===== config.mk =====
export PLATFORM = sky130hd
export DESIGN_NAME = irq_controller
export DESIGN_NICKNAME = d
export VERILOG_FILES = /design/src/rtl/irq_ctl_pkg.sv /design/src/rtl/irq_sync.sv /design/src/rtl/irq_controller.sv
export SDC_FILE = /design/constraint.sdc
export NUM_CORES = 1
export LEC_CHECK = 0
export CORE_MARGIN = 2
export CORE_UTILIZATION = 54
export DETAILED_ROUTE_END_ITERATION = 6
export PLACE_DENSITY = 0.76
export SLEW_MARGIN = 0
export SYNTH_ARGS = -nofsm -noshare
export SYNTH_HDL_FRONTEND = slang
export SYNTH_SLANG_ARGS = --single-unit

===== constraint.sdc =====
create_clock -name clk -period 1.8 [get_ports clk]
set_clock_uncertainty 0.05 [all_clocks]
set_input_delay 0.36 -clock clk [delete_from_list [all_inputs] [get_ports clk]]
set_output_delay 0.36 -clock clk [all_outputs]
set_load 0.01 [all_outputs]

===== src/rtl/irq_ctl_pkg.sv =====
// Shared definitions for the external interrupt controller: register offsets,
// CP0 line count and the register-select decode used by the bus interface.
package irq_ctl_pkg;

    localparam logic [4:0] IRQ_PENDING   = 5'h00;
    localparam logic [4:0] IRQ_ENABLE    = 5'h04;
    localparam logic [4:0] IRQ_MODE      = 5'h08;
    localparam logic [4:0] IRQ_MAP       = 5'h0C;
    localparam logic [4:0] IRQ_ACTIVE_ID = 5'h10;

    localparam int NUM_IRQ_LINES       = 4;
    localparam int ACTIVE_ID_VALID_BIT = 31;

    typedef enum logic [2:0] {
        REG_PENDING,
        REG_ENABLE,
        REG_MODE,
        REG_MAP,
        REG_ACTIVE_ID,
        REG_NONE
    } reg_sel_e;

    // Only the word index matters; the byte lanes of the offset are ignored.
    function automatic reg_sel_e decode_word(input logic [2:0] word);
        reg_sel_e sel;
        sel = REG_NONE;
        if (word == IRQ_PENDING[4:2])        sel = REG_PENDING;
        else if (word == IRQ_ENABLE[4:2])    sel = REG_ENABLE;
        else if (word == IRQ_MODE[4:2])      sel = REG_MODE;
        else if (word == IRQ_MAP[4:2])       sel = REG_MAP;
        else if (word == IRQ_ACTIVE_ID[4:2]) sel = REG_ACTIVE_ID;
        return sel;
    endfunction

endpackage


===== src/rtl/irq_sync.sv =====
// One interrupt source: SYNC_STAGES-deep synchronizer for the asynchronous
// request, plus a history flop that turns the synchronized level into a rise pulse.
module irq_sync #(
    parameter int SYNC_STAGES = 2
) (
    input  logic clk,
    input  logic reset,
    input  logic src,
    output logic level,
    output logic rise
);

    logic [SYNC_STAGES-1:0] sync_q;
    logic                   hist_q;

    always_ff @(posedge clk) begin
        if (reset) begin
            sync_q <= '0;
            hist_q <= 1'b0;
        end else begin
            sync_q <= {sync_q[SYNC_STAGES-2:0], src};
            hist_q <= sync_q[SYNC_STAGES-1];
        end
    end

    assign level = sync_q[SYNC_STAGES-1];
    assign rise  = sync_q[SYNC_STAGES-1] & ~hist_q;

endmodule


===== src/rtl/irq_controller.sv =====
// External interrupt controller driving CP0 IP[7:4]: per-source edge/level
// capture, enable masking, line routing and a memory-mapped register window.
module irq_controller
    import irq_ctl_pkg::*;
#(
    parameter int NSRC        = 16,
    parameter int SYNC_STAGES = 2
) (
    input  logic                     clk,
    input  logic                     reset,
    input  logic [NSRC-1:0]          irq_src,
    input  logic                     bus_we,
    input  logic                     bus_re,
    input  logic [4:0]               bus_addr,
    input  logic [31:0]              bus_wdata,
    output logic [31:0]              bus_rdata,
    output logic                     bus_rvalid,
    output logic [NUM_IRQ_LINES-1:0] irq_out
);

    logic [NSRC-1:0]   sync_level;
    logic [NSRC-1:0]   sync_rise;
    logic [NSRC-1:0]   pending;
    logic [NSRC-1:0]   enable;
    logic [NSRC-1:0]   mode;
    logic [2*NSRC-1:0] map;

    logic [NSRC-1:0]          pending_next;
    logic [NSRC-1:0]          clear_mask;
    logic [NSRC-1:0]          hit;
    logic [NUM_IRQ_LINES-1:0] irq_next;
    logic [4:0]               active_idx;
    logic                     active_found;
    logic [31:0]              active_word;
    logic [31:0]              rd_word;
    reg_sel_e                 sel;

    logic unused_addr_lanes;
    assign unused_addr_lanes = ^bus_addr[1:0];

    for (genvar g = 0; g < NSRC; g++) begin : g_src
        irq_sync #(
            .SYNC_STAGES(SYNC_STAGES)
        ) u_sync (
            .clk  (clk),
            .reset(reset),
            .src  (irq_src[g]),
            .level(sync_level[g]),
            .rise (sync_rise[g])
        );
    end

    assign sel        = decode_word(bus_addr[4:2]);
    assign clear_mask = (bus_we && sel == REG_PENDING) ? bus_wdata[NSRC-1:0] : '0;
    assign hit        = pending & enable;

    // A fresh rise beats a simultaneous W1C; level sources ignore W1C entirely.
    always_comb begin
        pending_next = '0;
        for (int i = 0; i < NSRC; i++) begin
            if (mode[i])
                pending_next[i] = sync_rise[i] | (pending[i] & ~clear_mask[i]);
            else
                pending_next[i] = sync_level[i];
        end
    end

    always_comb begin
        active_found = 1'b0;
        active_idx   = '0;
        for (int i = NSRC - 1; i >= 0; i--) begin
            if (hit[i]) begin
                active_found = 1'b1;
                active_idx   = 5'(i);
            end
        end
        active_word                      = '0;
        active_word[ACTIVE_ID_VALID_BIT] = active_found;
        active_word[4:0]                 = active_idx;
    end

    always_comb begin
        irq_next = '0;
        for (int i = 0; i < NSRC; i++) begin
            if (hit[i]) irq_next[map[2*i +: 2]] = 1'b1;
        end
    end

    always_comb begin
        case (sel)
            REG_PENDING:   rd_word = 32'(pending);
            REG_ENABLE:    rd_word = 32'(enable);
            REG_MODE:      rd_word = 32'(mode);
            REG_MAP:       rd_word = 32'(map);
            REG_ACTIVE_ID: rd_word = active_word;
            default:       rd_word = '0;
        endcase
    end

    always_ff @(posedge clk) begin
        if (reset) begin
            pending    <= '0;
            enable     <= '0;
            mode       <= '0;
            map        <= '0;
            irq_out    <= '0;
            bus_rdata  <= '0;
            bus_rvalid <= 1'b0;
        end else begin
            pending <= pending_next;
            if (bus_we) begin
                case (sel)
                    REG_ENABLE: enable <= bus_wdata[NSRC-1:0];
                    REG_MODE:   mode   <= bus_wdata[NSRC-1:0];
                    REG_MAP:    map    <= bus_wdata[2*NSRC-1:0];
                    default:    ;
                endcase
            end
            irq_out    <= irq_next;
            bus_rvalid <= bus_re;
            // rd_word reflects the registers before this edge's write.
            bus_rdata  <= bus_re ? rd_word : '0;
        end
    end

endmodule

After elaboration in Yosys (flattened, before gate mapping)
Index checks and enable logic that the tools add are counted.
W data, S select, Z words.
Storage, ports and cells
  bits in registers: 165
  bits of input ports: 57
  output and inout bits: 37
  logic and storage cells: 302
Cells by class
  magnitude comparators: 32
  eq/ne operators: 8
  muxes and demuxes: 103
  bitwise operators: 97
  reductions and logical operators: 23
Operator list (count)
  $pmux W32 S5: 1
  $mux W5: 15
  $mux W4: 17
  $or A4 B4 Y4: 15
  $mux W1: 49
  $lt A2 B3 Y1 const B: 16
  $not A1 Y1: 33
  $and A1 B1 Y1: 32
  $demux W1 S2: 16
  $ge A2 B1 Y1 const B: 16
  $logic_and A1 B1 Y1: 17
  $and A16 B16 Y16: 1
  $mux W16: 1
  $or A1 B1 Y1: 16
  $eq A3 B2 Y1 const B: 4
  $mux W3: 4
  $eq A3 B1 Y1 const B: 2
  $eq A3 B3 Y1 const B: 2
  $logic_not A3 Y1: 2
  $reduce_and A2 Y1: 3
  $reduce_or A2 Y1: 1

Longest topological paths before layout
Gate-level depths: netlist of the first run.
  word-level depth: 35
  depth in mapped cells: 7
  depth with buffers taken out: 5

By module
A second synthesis of the first run with hierarchy kept.
Second synthesis, totals
  cell total of the unflattened synthesis: 754
  area, all modules: 6678.9 um^2
By module, submodules not included
  irq_controller: times used 1, cells an instance 642, area each 5277.6 um^2, seq. area each 2342.2 um^2
  irq_sync: times used 16, cells an instance 7, area each 87.6 um^2, seq. area each 60.1 um^2

Worst setup path before layout of the first run
No wires, ideal clock.
  path kind: in2reg
  from: input bus_addr[2]
  to: register bus_rdata[10]
  setup time: 117 ps
  data arrival time: 1317 ps
  required time: 1633 ps
  slack: 316 ps
  stages: 7
  path buffers: 2
  path through: buf_4 -> buf_6 -> mux2_1 -> a22oi_1 -> nor2_1 -> a21oi_1 -> nor2_1
On the way
  word-level cells in the longest chain between the ends: 8
  elaborated cells between the ends (all ways): 16
  classes of those cells: eq/ne (8); mux (6); reduce/logical (2)
Ends and longest elaborated chain
  start: declaration: RTL line irq_controller.sv:14  | input logic [4:0] bus_addr,
  $eq A3 B3 Y1: RTL line irq_ctl_pkg.sv:31  | else if (word == IRQ_ACTIVE_ID[4:2]) sel = REG_ACTIVE_ID;
  $mux W1: RTL line irq_ctl_pkg.sv:31
  $mux W3: RTL line irq_ctl_pkg.sv:30  | else if (word == IRQ_MAP[4:2]) sel = REG_MAP;
  $mux W3: RTL line irq_ctl_pkg.sv:29  | else if (word == IRQ_MODE[4:2]) sel = REG_MODE;
  $mux W3: RTL line irq_ctl_pkg.sv:28  | else if (word == IRQ_ENABLE[4:2]) sel = REG_ENABLE;
  $mux W3 (*): RTL line irq_ctl_pkg.sv:27  | if (word == IRQ_PENDING[4:2]) sel = REG_PENDING;
  $eq A3 B3 Y1, or another cell as far along: RTL line irq_controller.sv:90  | case (sel)
  $pmux W32 S5 (*): RTL line irq_controller.sv:90
  end signal: assignment: RTL line irq_controller.sv:122  | bus_rdata <= bus_re ? rd_word : '0;
  end: declaration: RTL line irq_controller.sv:16  | output logic [31:0] bus_rdata,
Every way passes the cells marked *; elsewhere a longest branch is shown, timed or not.
A chain may end at the register's enable or synchronous reset.

Worst setup path in the final report of the first run
  from: register pending[10]
  to: register irq_out[0]
On the way
  word-level cells in the longest chain between the ends: 12
Ends and longest elaborated chain
  start: declaration: RTL line irq_controller.sv:23  | logic [NSRC-1:0] pending;
  start signal: assignment: RTL line irq_controller.sv:110  | pending <= pending_next;
  $and A16 B16 Y16 (*): RTL line irq_controller.sv:55  | assign hit = pending & enable;
  $mux W4 (*): RTL line irq_controller.sv:85  | if (hit[i]) irq_next[map[2*i +: 2]] = 1'b1;
  $or A4 B4 Y4 (no line)
  $mux W4 (*): RTL line irq_controller.sv:85
  $or A4 B4 Y4 (no line)
  $mux W4 (*): RTL line irq_controller.sv:85
  $or A4 B4 Y4 (no line)
  $mux W4 (*): RTL line irq_controller.sv:85
  $or A4 B4 Y4 (no line)
  $mux W4 (*): RTL line irq_controller.sv:85
  $or A4 B4 Y4 (no line)
  $mux W4 (*): RTL line irq_controller.sv:85
  end signal: assignment: RTL line irq_controller.sv:119  | irq_out <= irq_next;
  end: declaration: RTL line irq_controller.sv:18  | output logic [NUM_IRQ_LINES-1:0] irq_out
Marks and branches as above.

==> results, run 1 <==
- After synthesis the netlist holds a flip-flop and latch count of 165.
- The full die area is approximately 0.013 mm².
- Setup repair after global routing left no endpoint under its margin.
- The clock passes through at most 2 buffers.
- The synthesized net count is 817.
- The count of cells along the worst register-to-register path is 5.
- The cell class contributing the biggest share of worst-path delay is simple AND/OR/NAND/NOR gates.
- Prior to clock tree synthesis, the placed netlist has a worst setup slack of -244.2 ps.
- Global routing finished with a remaining overflow of 0.
- The wire length per cell is 18.70 µm.
- TritonCTS built the clock tree.
- The tree built by TritonCTS fans out to 165 sinks.
- The tightest hold path in the finished design has a slack of about 310 ps.
- Along the worst hold path, the cell count comes to 3.
- The yosys synthesis warning count is 0.
- Of the total power, combinational logic draws 0.068.
- The effective utilization at floorplan is 0.5518.
- The portion of the clock cycle consumed by the worst path in the final layout is 0.9741.
- After clock tree synthesis, the clock-pin slew on the worst setup and hold paths is 70 ps.
- STA puts the critical path data arrival time at around 2000 ps.
- The cell with the biggest individual delay on the critical path is sky130_fd_sc_hd__or4_1.
- The total global-route track usage is 0.3096.
- The leakage power total is 0.003257 µW.
- The number of buffers inserted during clock tree synthesis is 17.
- The final wirelength is about 20 mm.
- The share of the core filled with cells in the final layout is 0.7196.
- The number of pins exceeding their max-slew limit in the final report is 0.
- Timing would allow up to 570.4 MHz.
- The cell area reported after detailed placement is approximately 0.0080 mm².
- The area growth from synthesis to final layout is 30.41%.
- The first global-routing pass estimated 30.92 mm of wire.
- The H-tree generated during clock tree synthesis spans 4 levels.
- The minimum clock period is 1753 ps.
- The post-layout net count is 945.
- Traced cell by cell, the critical path runs through nand2_1 > nor3_1 > or4_1 > nor4_1 > a31oi_1.
- The switching power share of the total is 0.2339.
- The number of failing setup endpoints in the final timing report is 0.
- The most repeated cell in the gate-level netlist after synthesis is sky130_fd_sc_hd__nand2_1.
- The iteration count of the initial detailed-routing pass is 5.
- The post-synthesis area per instance is 8.684 µm².
- Port buffering added 91 buffers.
- The largest vdd supply drop is 0.6992 mV.
- At the pin with the least slew margin, the transition time is 385.9 ps.
- The worst hold-check path type is in -> reg.
- In this run the count of I/O pins placed on the die edge is between 90 and 100.
- Headroom to the max-slew limit came out at 0.7404.
- The critical path required time is roughly 2000 ps.
- The count of routing violations after the opening detailed-route iteration is 545.
- The number of enable flip-flop cells after synthesis is 0.
- The cell type with the highest aggregate area in the netlist is sky130_fd_sc_hd__dfxtp_1.
- In the synthesized netlist the dominant register cell turns out to be sky130_fd_sc_hd__dfxtp_1.
- The share of synthesized area in the top cell type comes to 0.5005.
- The detailed-route DRC error count is 0.
- The via density per instance is about 5.7.
- The count of buffering cells on the critical path with inverters included is 0.
- The die height is 114.6 µm.
- The clock root buffer is sky130_fd_sc_hd__clkbuf_16.
- The number of antenna violations at the first check in global routing was 0.
- The largest stage delay on the critical path is 460 ps.
- The internal power contribution is 5978 µW.
- The sum of net half-perimeters after detailed placement is 14.45 mm.
- The sort of element at the end of the critical path is a flip-flop.
- Along the worst path, the maximum fanout reaches 5.
- In the synthesized netlist, the number of instances is 760.
- By startpoint and endpoint, the worst setup path is classified as reg -> reg.
- For this block, the via count after detailed routing is 6002.
- The post-route standard cell area excluding fillers is 0.008607 mm².
- The repair_antennas step left the layout with diodes totalling 0.
- The share of total power dissipated in sequential elements is 0.487.
- The run finished with clean final reports.
- The detail route stage leaves a number of antenna-violating nets equal to 0.
- Counting buffers and inverters, the worst setup path is 5 cells deep.
- STA classifies the critical path startpoint as a flip-flop.
- Of the total power, the clock network draws 0.445.
- Entering global routing, the biggest net connects 52 pins.
- Dividing total power by cell area gives a power density of 906.6 mW/mm².
- The netlist uses 54 different library cells.
- The total net switching power is 1825 µW.
- The count of endpoints failing hold in the final timing report is 0.
- The post-synthesis async set-or-reset flop share is 0.
- The tool flagged a number of max-cap violations equal to 0.
- Ranked by instance count, the synthesized netlist is headed by sky130_fd_sc_hd__nand2_1 (183), sky130_fd_sc_hd__dfxtp_1 (165), sky130_fd_sc_hd__a21oi_1 (83).
- The setup slack of the critical path after layout is 46.71 ps.
- The floorplan core area is 0.01196 mm².
- In the final layout, the share of cells above drive strength 1 is 0.1165.
- The via count of the first global-routing pass is 5820.
- The share of the yosys chip area belonging to registers is 0.5005.
- The routability congestion estimate is 0.9503.
- The later pin in the worst-skew pair is clocked with a latency of ~430 ps.
- Measured along the x axis, the die boundary spans around 110 µm.
- In this run the cell area of the synthesized design comes to 0.006600 mm².
- The number of hold buffers added after CTS is 0.
- The site row count is 40.
- In the post-synthesis netlist, the biggest area contributors are sky130_fd_sc_hd__dfxtp_1 (50%), sky130_fd_sc_hd__nand2_1 (10%), sky130_fd_sc_hd__a21oi_1 (6.3%).
final timing paths:
check                                                          start                              endpoint  slack [ps]
worst min register to register  g_src[4].u_sync.sync_q[0]$_SDFF_PP0_  g_src[4].u_sync.sync_q[1]$_SDFF_PP0_         390
worst max register to register                pending[10]$_SDFF_PP0_                 irq_out[0]$_SDFF_PP0_          50
worst max-delay path                          pending[10]$_SDFF_PP0_                 irq_out[0]$_SDFF_PP0_          50
worst min-delay path                                           reset                  mode[5]$_SDFFE_PP0P_         310
final cells by class:
class,instances,area (µm²)
repair buffers,149,1484
multi-input cells,547,3038
clock inverters,11,117.6
flip-flops and latches,165,3303
well taps,147,183.9
clock buffers,21,450.4
fillers,895,3354
inverters,8,30.03
per-layer routing:
metal / GRT usage / share of wire / vias up
met3: 0.05823 / 0.063 / 45
met4: 0.09350 / 0.021 / 0
met2: 0.5191 / 0.48 / 262
met1: 0.4063 / 0.44 / 2813
li1: - / - / 2882
met5: 0 / 0 / -
cells in the final DEF (no fill, tap or decap), types with 5 or more instances in the layout:
master / n
sky130_fd_sc_hd__nand2_1: 183
sky130_fd_sc_hd__dfxtp_1: 165
sky130_fd_sc_hd__clkdlybuf4s50_1: 89
sky130_fd_sc_hd__a21oi_1: 83
sky130_fd_sc_hd__nor2b_1: 49
sky130_fd_sc_hd__buf_4: 48
sky130_fd_sc_hd__nor2_1: 33
sky130_fd_sc_hd__nand3_1: 20
sky130_fd_sc_hd__a211oi_1: 17
sky130_fd_sc_hd__clkbuf_16: 17
sky130_fd_sc_hd__nor3_1: 16
sky130_fd_sc_hd__a21o_1: 16
sky130_fd_sc_hd__and2_1: 15
sky130_fd_sc_hd__nand4_1: 13
sky130_fd_sc_hd__a22oi_1: 13
sky130_fd_sc_hd__buf_12: 11
sky130_fd_sc_hd__o22ai_1: 10
sky130_fd_sc_hd__inv_1: 8
sky130_fd_sc_hd__mux2_1: 8
sky130_fd_sc_hd__nor4_1: 7
sky130_fd_sc_hd__nor3b_1: 6
sky130_fd_sc_hd__nand2b_1: 5
timing repair:
item / CTS / global route
buffers inserted: 0 / 0
endpoints found under the setup margin: 0 / 2
gates resized for setup: 0 / 2
logic make-up (layout without fill, tap and decap cells):
logic type,after synthesis,in the layout,synth area share
AND/OR/NAND/NOR,365,365,0.2696
buffers and inverters,48,189,0.03943
AO/OA/AOI/OAI,166,166,0.1566
multiplexers,16,16,0.03393
flip-flops,165,165,0.5005
worst register-to-register path, cell delays in order (launching register included):
cell                      delay, ps
sky130_fd_sc_hd__dfxtp_1        370
sky130_fd_sc_hd__nand2_1        150
sky130_fd_sc_hd__nor3_1          90
sky130_fd_sc_hd__or4_1          460
sky130_fd_sc_hd__nor4_1         360
sky130_fd_sc_hd__a31oi_1        140
sequential cells by signal, indices dropped and copies added (netlist names):
signal / cells
pending: 16
g_src.u_sync.sync_q: 32
map: 32
enable: 16
bus_rvalid: 1
bus_rdata: 32
irq_out: 4
g_src.u_sync.hist_q: 16
mode: 16
power by group through the flow:
stage / combinational [µW] / sequential [µW] / clock [µW]
after floorplan: 240 / 3860 / 0
after global placement: 506 / 3870 / 0
after detailed placement: 517 / 3880 / 0
after CTS: 522 / 3800 / 3500
after global routing: 564 / 3810 / 3670
final: 528 / 3800 / 3470
per-stage QoR:
stage / power [µW] / TNS [ps] / instances
after CTS: 7823 / 0 / 1048
after floorplan: 4104 / 0 / 760
after global routing: 8040 / 0 / 1048
final: 7803 / 0 / 1048
after global placement: 4381 / -13370 / 1016
after detailed placement: 4397 / -15570 / 1016
Power figures use the tool's default switching activity.
==> inputs of run 2 (changes only) <==
==> constraint.sdc (replaced) <==
create_clock -name clk -period 1.8 [get_ports clk]
set_clock_uncertainty 0.05 [all_clocks]
set_input_delay 0.36 -clock clk [delete_from_list [all_inputs] [get_ports clk]]
set_output_delay 0.36 -clock clk [all_outputs]
set_load 0.02 [all_outputs]
==> results, run 2 (synthesis results as in run 1) <==
- Cell internal power was estimated by the tool at 5977 µW.
- For this configuration, the core starts out at a cell density of 0.5518.
- The tree built by TritonCTS fans out to around 170 sinks.
- The final layout contains 945 nets.
- The analysis attributes to net switching a power of 1830 µW.
- The largest registers in the layout are bus_rdata (32), g_src.u_sync.sync_q (32), map (32).
- The floorplan has 40 rows.
- The clock network fraction of design power is 0.445.
- The maximum buffer depth of the clock tree is 2.
- The number of antenna violations at the first check in global routing came to 0.
- The hold path startpoint is reset.
- The signal on the critical path passes through clkdlybuf4s50_1.
- The floorplan core area is approximately 0.012 mm².
- Of all nets on the critical path, the largest fanout is 1.
- The die covers 0.01312 mm².
- The power per unit of standard cell area is 907.1 mW/mm².
- The number of buffers and inverters on the critical path is 1.
- Clock tree synthesis inserted a total of 17 buffers.
- The total global-route track usage is 0.3097.
- In this run the critical register-to-register path is launched from pending[10]$_SDFF_PP0_.
- The critical path required time is 1390 ps.
- The count of endpoints failing hold in the final timing report is 0.
- The pre-antenna-repair detailed-routing pass consisted of 5 iterations.
- The global-route congestion overflow total is 0.
- The layout has slightly below 900 filler cells.
- Summing all non-filler instances in the final layout gives an area of 0.008607 mm².
- Of the cells placed in the final design, the portion with a size suffix greater than 1 is 0.1165.
- The sort of element at the end of the critical path is an output port.
- The number of pins exceeding their max-slew limit in the final report came to 0.
- After clock tree synthesis, the clock-pin slew on the worst setup and hold paths is 70 ps.
- After layout, the minimum clock period comes to 1772 ps.
- The die width is 114.6 µm.
- For this run, the top clock speed supported by timing is 564.3 MHz.
- The worst slew slack as a fraction of its limit is 0.7122.
- The largest stage delay on the critical path is 610 ps.
- The number of hold buffers added after CTS is 0.
- The number of buffers inserted by post-CTS setup repair is 0.
- Of the total power, combinational logic draws 0.068.
- After the first detailed-routing iteration, the DRC count stood at between 500 and 600.
- The number of top-level pins is 94.
- Setup violations remaining at the end of the flow were counted as 0.
- 0 antenna diodes ended up in the layout.
- The clock root buffer is sky130_fd_sc_hd__clkbuf_16.
- The detailed router placed a little over 6000 vias in this run.
- The most critical setup path has its startpoint at bus_rdata[6]$_SDFF_PP0_.
- The tightest min-delay check is of the in -> reg type.
- The type of the worst setup path is reg -> out.
- The worst-case IR drop observed on VDD is about 0.7 mV.
- The clock tree from TritonCTS is built.
- The count of port buffers added during placement is between 90 and 100.
- For the worst-skew pair, the clock arrives at the later sink with an insertion delay of 430 ps.
- Using the TritonRoute via totals, the vias-per-cell ratio works out to 5.765.
- For the pin with the worst max-slew slack, the measured transition is about 430 ps.
- In the routed design, unresolved DRC markers number 0.
- In this run the vertical extent of the chip is 114.6 µm.
- Broken down by cell family, the worst path's largest delay share belongs to buffers and inverters.
- The cell area reported after detailed placement is 0.008035 mm².
- The most critical setup path has its endpoint at bus_rdata[6].
- The total power draw is 7807 µW.
- The switching power share of the total is 0.2344.
- The logic depth of the worst setup path including buffers is 1.
- The cell with the biggest individual delay on the critical path is sky130_fd_sc_hd__clkdlybuf4s50_1.
- In this run the critical register-to-register path is captured at irq_out[0]$_SDFF_PP0_.
- The count of cells along the worst register-to-register path is 5.
- The setup slack of the worst register-to-register path is ~60 ps.
- The via count of the first global-routing pass was 5820.
- The analysis attributes to cell leakage a power of about 0.0033 µW.
- In the layout the commonest cells are sky130_fd_sc_hd__nand2_1 (183), sky130_fd_sc_hd__dfxtp_1 (165), sky130_fd_sc_hd__a21oi_1 (83), sky130_fd_sc_hd__clkdlybuf4s50_1 (83), sky130_fd_sc_hd__nor2b_1 (49).
- The final wirelength is between 15 and 20 mm.
- Once detail routing completed, the nets flagged for antenna violations numbered 0.
- At the end of routability-driven placement, the weighted congestion stood at 0.9503.
- The share of total power dissipated in sequential elements is 0.487.
- Across the run, the number of max-cap violations was 0.
- From synthesis to final layout, the design area changed by 30.41%.
- In the final routed layout, each cell accounts on average for 18.76 µm.
- The startpoint type of the worst setup path is a flip-flop.
- The portion of the clock cycle consumed by the worst path in the final layout is 0.9845.
- The maximum level of the CTS H-tree is 4.
- The run finished with clean final reports.
- Detailed placement ended at an HPWL of 14.45 mm.
- The library cell used most frequently in the layout, excluding fill and tap cells, is sky130_fd_sc_hd__nand2_1.
- The first global-routing pass estimated around 30 mm of wire.
- The pin count of the biggest net entering global routing is 52.
- Setup repair after global routing left no endpoint under its margin.
- At the worst endpoint, the arrival time is approximately 1400 ps.
run 2: cell types whose count changed in the layout (fill, tap and decap cells not counted):
cell,change
sky130_fd_sc_hd__clkdlybuf4s50_1,-6
sky130_fd_sc_hd__dlymetal6s2s_1,+2
sky130_fd_sc_hd__dlygate4sd2_1,+4
run 2: power groups by stage:
stage | Combinational, µW | Clock [µW] | Sequential, µW
global placement | 509 | 0 | 3870
global route | 566 | 3670 | 3810
detailed placement | 520 | 0 | 3880
CTS | 524 | 3500 | 3800
finish | 529 | 3480 | 3800
floorplan | 240 | 0 | 3870
run 2: layout make-up:
type | instances | area [µm²] | area share
Inverter | 8 | 30.03 | 0.003489
Timing Repair Buffer | 149 | 1484 | 0.1724
Clock buffer | 21 | 450.4 | 0.05233
Tap cell | 147 | 183.9 | 0.02137
Clock inverter | 11 | 117.6 | 0.01366
Sequential cell | 165 | 3303 | 0.3838
Multi-Input combinational cell | 547 | 3038 | 0.3530
run 2: through the flow:
step / instances / TNS, ps / setup WS, ps / hold slack, ps / utilization
6_report: 1048 / 0 / 27.84 / 307.1 / 0.7196
3_3_place_gp: 1016 / -13370 / -210.5 / 367.2 / 0.6718
4_1_cts: 1048 / 0 / 0.9275 / 304.6 / 0.7188
3_5_place_dp: 1016 / -15570 / -244.2 / 372.3 / 0.6718
2_1_floorplan: 760 / 0 / 315.9 / 363.8 / -
5_1_grt: 1048 / 0 / 0.1694 / 314.2 / 0.7196
run 2: per-layer routing:
layer	up-vias	wire, µm	share of wire	GRT usage
met1	2829	8609	0.44	0.4063
met3	50	1225	0.062	0.05823
met5	-	0	0	0
met2	283	9387	0.48	0.5195
li1	2880	-	-	-
met4	0	435	0.022	0.09350
run 2: worst min-delay path: cells and delay by family:
family          cells  cell delay, ps
compound gates      1              50
buf+inv             2             320
run 2: worst min path at each step:
stage	cells after the start	endpoint	slack, ps
after floorplan	1	g_src[0].u_sync.sync_q[1]$_SDFF_PP0_	360
after global placement	1	g_src[4].u_sync.sync_q[1]$_SDFF_PP0_	370
after detailed placement	1	g_src[6].u_sync.sync_q[1]$_SDFF_PP0_	370
after CTS	3	mode[5]$_SDFFE_PP0P_	300
after global routing	3	g_src[7].u_sync.sync_q[1]$_SDFF_PP0_	310
final	3	mode[5]$_SDFFE_PP0P_	310
run 2: timing repair:
action,CTS,global route
endpoints found under the setup margin,4,4
resized for setup,4,4
endpoints found under the hold margin,0,0
